--- config.mk ---
export PLATFORM = sky130hd
export DESIGN_NAME = subset_sum_engine
export DESIGN_NICKNAME = d
export VERILOG_FILES = /design/src/rtl/subset_sum_pkg.sv /design/src/rtl/gray_step_gen.sv /design/src/rtl/subset_sum_engine.sv
export SDC_FILE = /design/constraint.sdc
export NUM_CORES = 1
export LEC_CHECK = 0
export CAP_MARGIN = 5
export CORE_UTILIZATION = 50
export CTS_CLUSTER_SIZE = 40
export DETAILED_ROUTE_END_ITERATION = 8
export PLACE_DENSITY = 0.74
export SYNTH_ARGS = -nofsm -noshare
export SYNTH_HDL_FRONTEND = slang
export SYNTH_SLANG_ARGS = --single-unit
--- constraint.sdc ---
create_clock -name clk -period 6.6 [get_ports clk]
set_input_delay 1.32 -clock clk [delete_from_list [all_inputs] [get_ports clk]]
set_output_delay 1.32 -clock clk [all_outputs]
set_load 0.02 [all_outputs]
--- src/rtl/subset_sum_pkg.sv ---
// Shared types and helpers for the Gray-code subset-sum search engine.
package subset_sum_pkg;

  typedef enum logic [1:0] {
    IDLE = 2'd0,
    LOAD = 2'd1,
    SCAN = 2'd2,
    DONE = 2'd3
  } state_t;

  localparam logic MODE_EXACT = 1'b0;
  localparam logic MODE_BEST  = 1'b1;

  // Width that holds the sum of n operands of b bits each, all at maximum value
  function automatic int sum_width(input int n, input int b);
    return $clog2(n * ((2 ** b) - 1) + 1);
  endfunction

endpackage

--- src/rtl/gray_step_gen.sv ---
// Gray-code step generator: for step k, names the element to flip (lowest set bit of k)
// and the value that bit takes in the new subset.
module gray_step_gen #(
  parameter int N  = 5,
  parameter int IW = 3
) (
  input  logic          clk,
  input  logic          rst,
  input  logic          clear,
  input  logic          advance,
  output logic [IW-1:0] flip_idx,
  output logic          flip_set,
  output logic          last
);

  logic [N-1:0] step_r;
  logic [N-1:0] gray_s;

  // Step counter; clear primes it to step 1, ready for the first scan cycle
  always_ff @(posedge clk) begin
    if (rst) begin
      step_r <= '0;
    end else if (clear) begin
      step_r <= N'(1);
    end else if (advance) begin
      step_r <= step_r + N'(1);
    end else begin
      step_r <= step_r;
    end
  end

  // Lowest set bit of the step selects the flipped element
  always_comb begin
    flip_idx = '0;
    for (int i = N - 1; i >= 0; i--) begin
      if (step_r[i]) begin
        flip_idx = IW'(i);
      end else begin
        flip_idx = flip_idx;
      end
    end
  end

  assign gray_s   = step_r ^ (step_r >> 1);
  assign flip_set = gray_s[flip_idx];
  assign last     = (step_r == {N{1'b1}});

endmodule

--- src/rtl/subset_sum_engine.sv ---
// Sequential subset-sum search: walks every subset in Gray order with one add or subtract
// per cycle, in exact-match or best-at-most mode.
module subset_sum_engine
  import subset_sum_pkg::*;
#(
  parameter int N_of_numbers = 5,
  parameter int N_of_bits    = 4,
  parameter int SUM_W        = sum_width(N_of_numbers, N_of_bits)
) (
  input  logic                              clk,
  input  logic                              rst,
  input  logic                              start,
  input  logic                              abort,
  input  logic                              mode,
  input  logic [N_of_numbers*N_of_bits-1:0] numbers_flat,
  input  logic [SUM_W-1:0]                  target,
  output logic                              busy,
  output logic                              done,
  output logic                              isTargetMet,
  output logic [N_of_numbers-1:0]           subset_mask,
  output logic [SUM_W-1:0]                  best_sum,
  output logic [N_of_numbers:0]             subsets_checked
);

  localparam int IW = $clog2(N_of_numbers);
  localparam int CW = N_of_numbers + 1;

  state_t                  state_r;
  logic [N_of_bits-1:0]    elems_r [N_of_numbers];
  logic [SUM_W-1:0]        target_r;
  logic                    mode_r;
  logic [N_of_numbers-1:0] cur_mask_r;
  logic [SUM_W-1:0]        cur_sum_r;

  logic [IW-1:0]           flip_idx_s;
  logic                    flip_set_s;
  logic                    last_s;
  logic [SUM_W-1:0]        elem_ext_s;
  logic [N_of_numbers-1:0] nxt_mask_s;
  logic [SUM_W-1:0]        nxt_sum_s;
  logic                    hit_s;
  logic                    better_s;

  gray_step_gen #(
    .N  (N_of_numbers),
    .IW (IW)
  ) u_gray (
    .clk      (clk),
    .rst      (rst),
    .clear    (state_r == LOAD),
    .advance  (state_r == SCAN),
    .flip_idx (flip_idx_s),
    .flip_set (flip_set_s),
    .last     (last_s)
  );

  // Next subset, its sum, and how it compares against target and the best so far
  always_comb begin
    elem_ext_s = SUM_W'(elems_r[flip_idx_s]);
    nxt_mask_s = cur_mask_r;
    nxt_mask_s[flip_idx_s] = flip_set_s;
    if (flip_set_s) begin
      nxt_sum_s = cur_sum_r + elem_ext_s;
    end else begin
      nxt_sum_s = cur_sum_r - elem_ext_s;
    end
    hit_s = (nxt_sum_s == target_r);
    if (mode_r == MODE_BEST) begin
      better_s = (nxt_sum_s <= target_r) && (nxt_sum_s > best_sum);
    end else begin
      better_s = 1'b0;
    end
  end

  // Search FSM with operand latches, accumulator and result capture
  always_ff @(posedge clk) begin
    if (rst) begin
      state_r         <= IDLE;
      busy            <= 1'b0;
      done            <= 1'b0;
      isTargetMet     <= 1'b0;
      subset_mask     <= '0;
      best_sum        <= '0;
      subsets_checked <= '0;
      target_r        <= '0;
      mode_r          <= MODE_EXACT;
      cur_mask_r      <= '0;
      cur_sum_r       <= '0;
      for (int i = 0; i < N_of_numbers; i++) elems_r[i] <= '0;
    end else begin
      done <= 1'b0;
      case (state_r)
        IDLE: begin
          if (start) begin
            for (int i = 0; i < N_of_numbers; i++) elems_r[i] <= numbers_flat[i*N_of_bits +: N_of_bits];
            target_r        <= target;
            mode_r          <= mode;
            isTargetMet     <= 1'b0;
            subset_mask     <= '0;
            best_sum        <= '0;
            subsets_checked <= '0;
            busy            <= 1'b1;
            state_r         <= LOAD;
          end else begin
            state_r <= IDLE;
          end
        end
        LOAD: begin
          if (abort) begin
            isTargetMet <= 1'b0;
            busy        <= 1'b0;
            state_r     <= IDLE;
          end else begin
            cur_mask_r      <= '0;
            cur_sum_r       <= '0;
            subsets_checked <= CW'(1);
            if (target_r == '0) begin
              isTargetMet <= 1'b1;
              state_r     <= DONE;
            end else begin
              state_r <= SCAN;
            end
          end
        end
        SCAN: begin
          if (abort) begin
            isTargetMet <= 1'b0;
            busy        <= 1'b0;
            state_r     <= IDLE;
          end else begin
            cur_mask_r      <= nxt_mask_s;
            cur_sum_r       <= nxt_sum_s;
            subsets_checked <= subsets_checked + CW'(1);
            if (hit_s) begin
              isTargetMet <= 1'b1;
              subset_mask <= nxt_mask_s;
              best_sum    <= nxt_sum_s;
              state_r     <= DONE;
            end else begin
              if (better_s) begin
                subset_mask <= nxt_mask_s;
                best_sum    <= nxt_sum_s;
              end else begin
                subset_mask <= subset_mask;
              end
              state_r <= last_s ? DONE : SCAN;
            end
          end
        end
        DONE: begin
          done    <= 1'b1;
          busy    <= 1'b0;
          state_r <= IDLE;
        end
        default: begin
          busy    <= 1'b0;
          state_r <= IDLE;
        end
      endcase
    end
  end

endmodule
==> impl_metrics.env <==
export IMPL_timing_slew_headroom_pct=39.95
export IMPL_combinationalPowerShare_pct=18.9
export IMPL_final_max_slew_violation_count=0
export IMPL_clock_buffers_created_by_tritoncts=9
export IMPL_grt_max_degree=34
export IMPL_tritoncts_num_sinks=68
export IMPL_swShare_pct=27.05
export IMPL_antenna_fix_cells=0
export IMPL_cp_endpoint="best_sum[4]$_SDFFE_PP0P_"
export IMPL_netlist_area_before_placement_mm2=0.003749
export IMPL_grt_remaining_overflow=0
export IMPL_worst_setup_path_start_kind="register"
export IMPL_critical_path_max_stage_delay_ns=0.56
export IMPL_io_pin_count=53
export IMPL_yosys_warnings=0
export IMPL_place_congestion=0.9194
export IMPL_cpLargestDelayFamily="compound AO/OA/AOI/OAI gates"
export IMPL_floorplan_die_height_um=88.59
export IMPL_timing_critical_path_depth=24
export IMPL_internal_power_w=0.0007430
export IMPL_antenna_violations_before_repair=0
export IMPL_mappedNetlistNets=457
export IMPL_power_ir_vdd_worst_mv=0.1427
export IMPL_global_route_met2_utilization_pct=35.52
export IMPL_power_leakage_nw=1.776
export IMPL_detailed_place_hpwl_um=5824
export IMPL_post_synth_inst_count=391
export IMPL_synth_lib_cells_used_distinct=58
export IMPL_timing_fmax_mhz=167.1
export IMPL_worst_clock_skew_ns=0.004916
export IMPL_syn_area_per_cell_um2=9.587
export IMPL_seq_area_frac_synth_pct=41.66
export IMPL_placement_rows=31
export IMPL_worst_path_max_fanout=12
export IMPL_totalNegativeSetupSlack_ns=0
export IMPL_global_route_wire_length_before_repair_um=12990
export IMPL_power_frac_clock_pct=36.1
export IMPL_sequential_cell_fraction_of_total_power_pct=45.0
export IMPL_drive_above_1_share_pct=6.920
export IMPL_yosys_top_cells_area="dfxtp_1 (26%), edfxtp_1 (16%), ha_1 (11%)"
export IMPL_nFillCells=622
export IMPL_cp_cell_sequence="inv_1, ha_2, nand2b_1, nor3_2, or2_1, a221oi_1, ha_1, nor2_1, a21oi_1, fa_1, a211oi_1, o21bai_1, a21oi_1, xnor2_1, xnor2_1, inv_1, ha_1, and3_1, a221o_1, a31oi_1, o31ai_4, buf_4, and3_1, o21a_1"
export IMPL_max_cap_violations=0
export IMPL_rsz0062_at_grt="false"
export IMPL_period_needed_ns=5.986
export IMPL_finish_utilization_pct=62.96
export IMPL_clkTransAtPathRegs_ns=0.07
export IMPL_drc=0
export IMPL_root_buffer="clkbuf_8"
export IMPL_fin_total_pwr_w=0.001019
export IMPL_total_switching_power_w=0.0002755
export IMPL_hold_violations=0
export IMPL_reg2reg_from="u_gray.step_r[2]$_SDFFE_PP0P_"
export IMPL_synth_async_reset_ratio_pct=0
export IMPL_reg2reg_end="best_sum[4]$_SDFFE_PP0P_"
export IMPL_synth_largest_type_area_fraction_pct=25.63
export IMPL_worstMarginPinSlew_ns=0.8998
export IMPL_use_met3_pct=3.918
export IMPL_ctsLongestPathBuffers=2
export IMPL_timing_reg2reg_worst_path_depth=24
export IMPL_crit_path_top_delay_cell="a221oi_1"
export IMPL_route_vias_total=2984
export IMPL_initial_core_util_pct=51.68
export IMPL_timing_final_crit_share_pct=90.70
export IMPL_crit_type="reg -> reg"
export IMPL_crit_path_end_kind="register"
export IMPL_placement_io_buffers=52
export IMPL_routed_wire_length_per_instance_um=14.42
export IMPL_flow_area_growth_from_synthesis_pct=21.83
export IMPL_design_core_area_mm2=0.007253
export IMPL_postSynthRegisterBits=68
export IMPL_critical_path_source="u_gray.step_r[2]$_SDFFE_PP0P_"
export IMPL_met1_usage_pct=29.25
export IMPL_crit_arrival_ns=6.22
export IMPL_gr_usage_all_layers_pct=21.94
export IMPL_post_synth_top_count_cell="dfxtp_1"
export IMPL_prevailing_post_synth_register_cell="dfxtp_1"
export IMPL_drt_antenna_violating_nets=0
export IMPL_design_final_nets=509
export IMPL_grt_busiest_layer="met2"
export IMPL_power_per_cell_area_mw_per_mm2=223.0
export IMPL_post_synth_edffs=20
export IMPL_clock_latency_ns=0.34
export IMPL_outcome="finished clean"
export IMPL_tritoncts="built"
export IMPL_critical_path_buf_inv_count=3
export IMPL_die_width_um=88.59
export IMPL_hold_path_class="reg -> reg"
export IMPL_post_drt_via_cell_ratio=5.455
export IMPL_detailedRoute_firstPassIterationCount=5
export IMPL_finalSetupViolCount=0
export IMPL_die_area_mm2=0.007847
export IMPL_critical_path_required_ns=6.84
export IMPL_synth_top_cells_by_count="dfxtp_1 (48), nor2_1 (41), ha_1 (33)"
export IMPL_synth_largest_area_cell="dfxtp_1"
export IMPL_detailed_route_wire_length_um=7887
export IMPL_htree_levels=3
export IMPL_dr_first_iter_drc_count=161
export IMPL_worst_reg_to_reg_setup_slack_ns=0.61
export IMPL_grt_pass1_vias=2678
[cell families (layout without fill, tap and decap cells)]
logic type | Yosys count | count (layout) | synth area share, %
and+or+nand+nor | 126 | 126 | 17.76
AOI/OAI and AO/OA | 88 | 88 | 16.42
DFF | 68 | 68 | 41.66
buffers and inverters | 44 | 101 | 4.773
adders and majority gates | 34 | 34 | 11.55
muxes | 18 | 18 | 4.806
xor gates and xnor gates | 13 | 13 | 3.037
[final cells by class]
cell class | count | area (µm²) | share of cell area [%]
multi-input combinational | 279 | 2011 | 44.03
clock buffer | 9 | 123.9 | 2.712
sequential | 68 | 1562 | 34.19
timing repair buffer | 55 | 543.0 | 11.89
inverter | 30 | 112.6 | 2.466
clock inverter | 7 | 91.34 | 2.000
tap | 99 | 123.9 | 2.712
[power groups by stage]
stage | clock [W] | combinational [W] | sequential [W]
after floorplan | 0 | 0.000132 | 0.000466
after global placement | 0 | 0.000185 | 0.000467
after detailed placement | 0 | 0.000191 | 0.000468
after CTS | 0.000373 | 0.000192 | 0.000459
after global routing | 0.000395 | 0.000213 | 0.000460
final | 0.000367 | 0.000193 | 0.000459
[worst reg2reg max path, delay by kind of cell (launching register included)]
| family | cells | cell delay [ns] |
|---|---|---|
| adders and majority gates | 4 | 1.49 |
| buffers and inverters | 3 | 0.45 |
| xor gates and xnor gates | 2 | 0.38 |
| DFF | 1 | 0.40 |
| AOI/OAI and AO/OA | 9 | 2.14 |
| and+or+nand+nor | 6 | 1.03 |
[cell usage in the layout (no fill, tap or decap), types with 3 or more instances in the layout]
master / n
ha_1: 32
clkinvlp_4: 3
o21ai_0: 19
xnor2_1: 9
a31oi_1: 7
o21a_1: 6
nand2_1: 20
nand2b_1: 4
clkbuf_8: 9
dfxtp_1: 48
a211oi_1: 3
edfxtp_1: 20
nor2b_1: 3
and2_1: 21
nor3_1: 9
and3_1: 6
nand3_1: 6
inv_1: 29
a22oi_1: 7
xor2_1: 4
nand4_1: 4
buf_4: 3
clkdlybuf4s50_1: 52
mux2i_1: 18
nor2_1: 41
a21oi_1: 20
[timing repair]
| action | in CTS | in global routing |
|---|---|---|
| endpoints found under the setup margin | 0 | 5 |
| buffers inserted | 0 | 0 |
| hold buffers | 0 | 0 |
| hold endpoints to repair | 0 | 0 |
| gates resized for setup | 0 | 1 |
[worst min-delay path by stage]
stage	start	endpoint	slack, ns	depth (start not counted)
after floorplan	mode_r$_SDFFE_PP0P_	mode_r$_SDFFE_PP0P_	0.45	2
after global placement	isTargetMet$_SDFFE_PP0P_	isTargetMet$_SDFFE_PP0P_	0.47	2
after detailed placement	isTargetMet$_SDFFE_PP0P_	isTargetMet$_SDFFE_PP0P_	0.48	2
after CTS	isTargetMet$_SDFFE_PP0P_	isTargetMet$_SDFFE_PP0P_	0.49	2
after global routing	isTargetMet$_SDFFE_PP0P_	isTargetMet$_SDFFE_PP0P_	0.51	2
final	isTargetMet$_SDFFE_PP0P_	isTargetMet$_SDFFE_PP0P_	0.49	2
[through the flow]
step                      setup slack (ns)  cells  hold WS, ns  cell area, µm²
after floorplan                      1.304    391       0.4521            3749
after global placement              0.7655    531       0.4680            4349
after detailed placement            0.5203    531       0.4807            4349
after CTS                           0.4749    547       0.4910            4564
after global routing                0.1182    547       0.5098            4567
final                               0.6140    547       0.4861            4567
[layer usage]
layer,vias up,wire [µm]
met2,86,3694
met4,0,134
met1,1388,3689
met3,15,370
li1,1495,-
met5,-,0
[sequential cells by signal (all words and copies together) (netlist names)]
register	count
mode_r	1
subsets_checked	6
subset_mask	5
best_sum	7
busy	1
target_r	7
elems_r	20
cur_sum_r	7
cur_mask_r	5
done	1
isTargetMet	1
u_gray.step_r	5
state_r	2
Note: power is estimated with default switching activity, not from simulation.
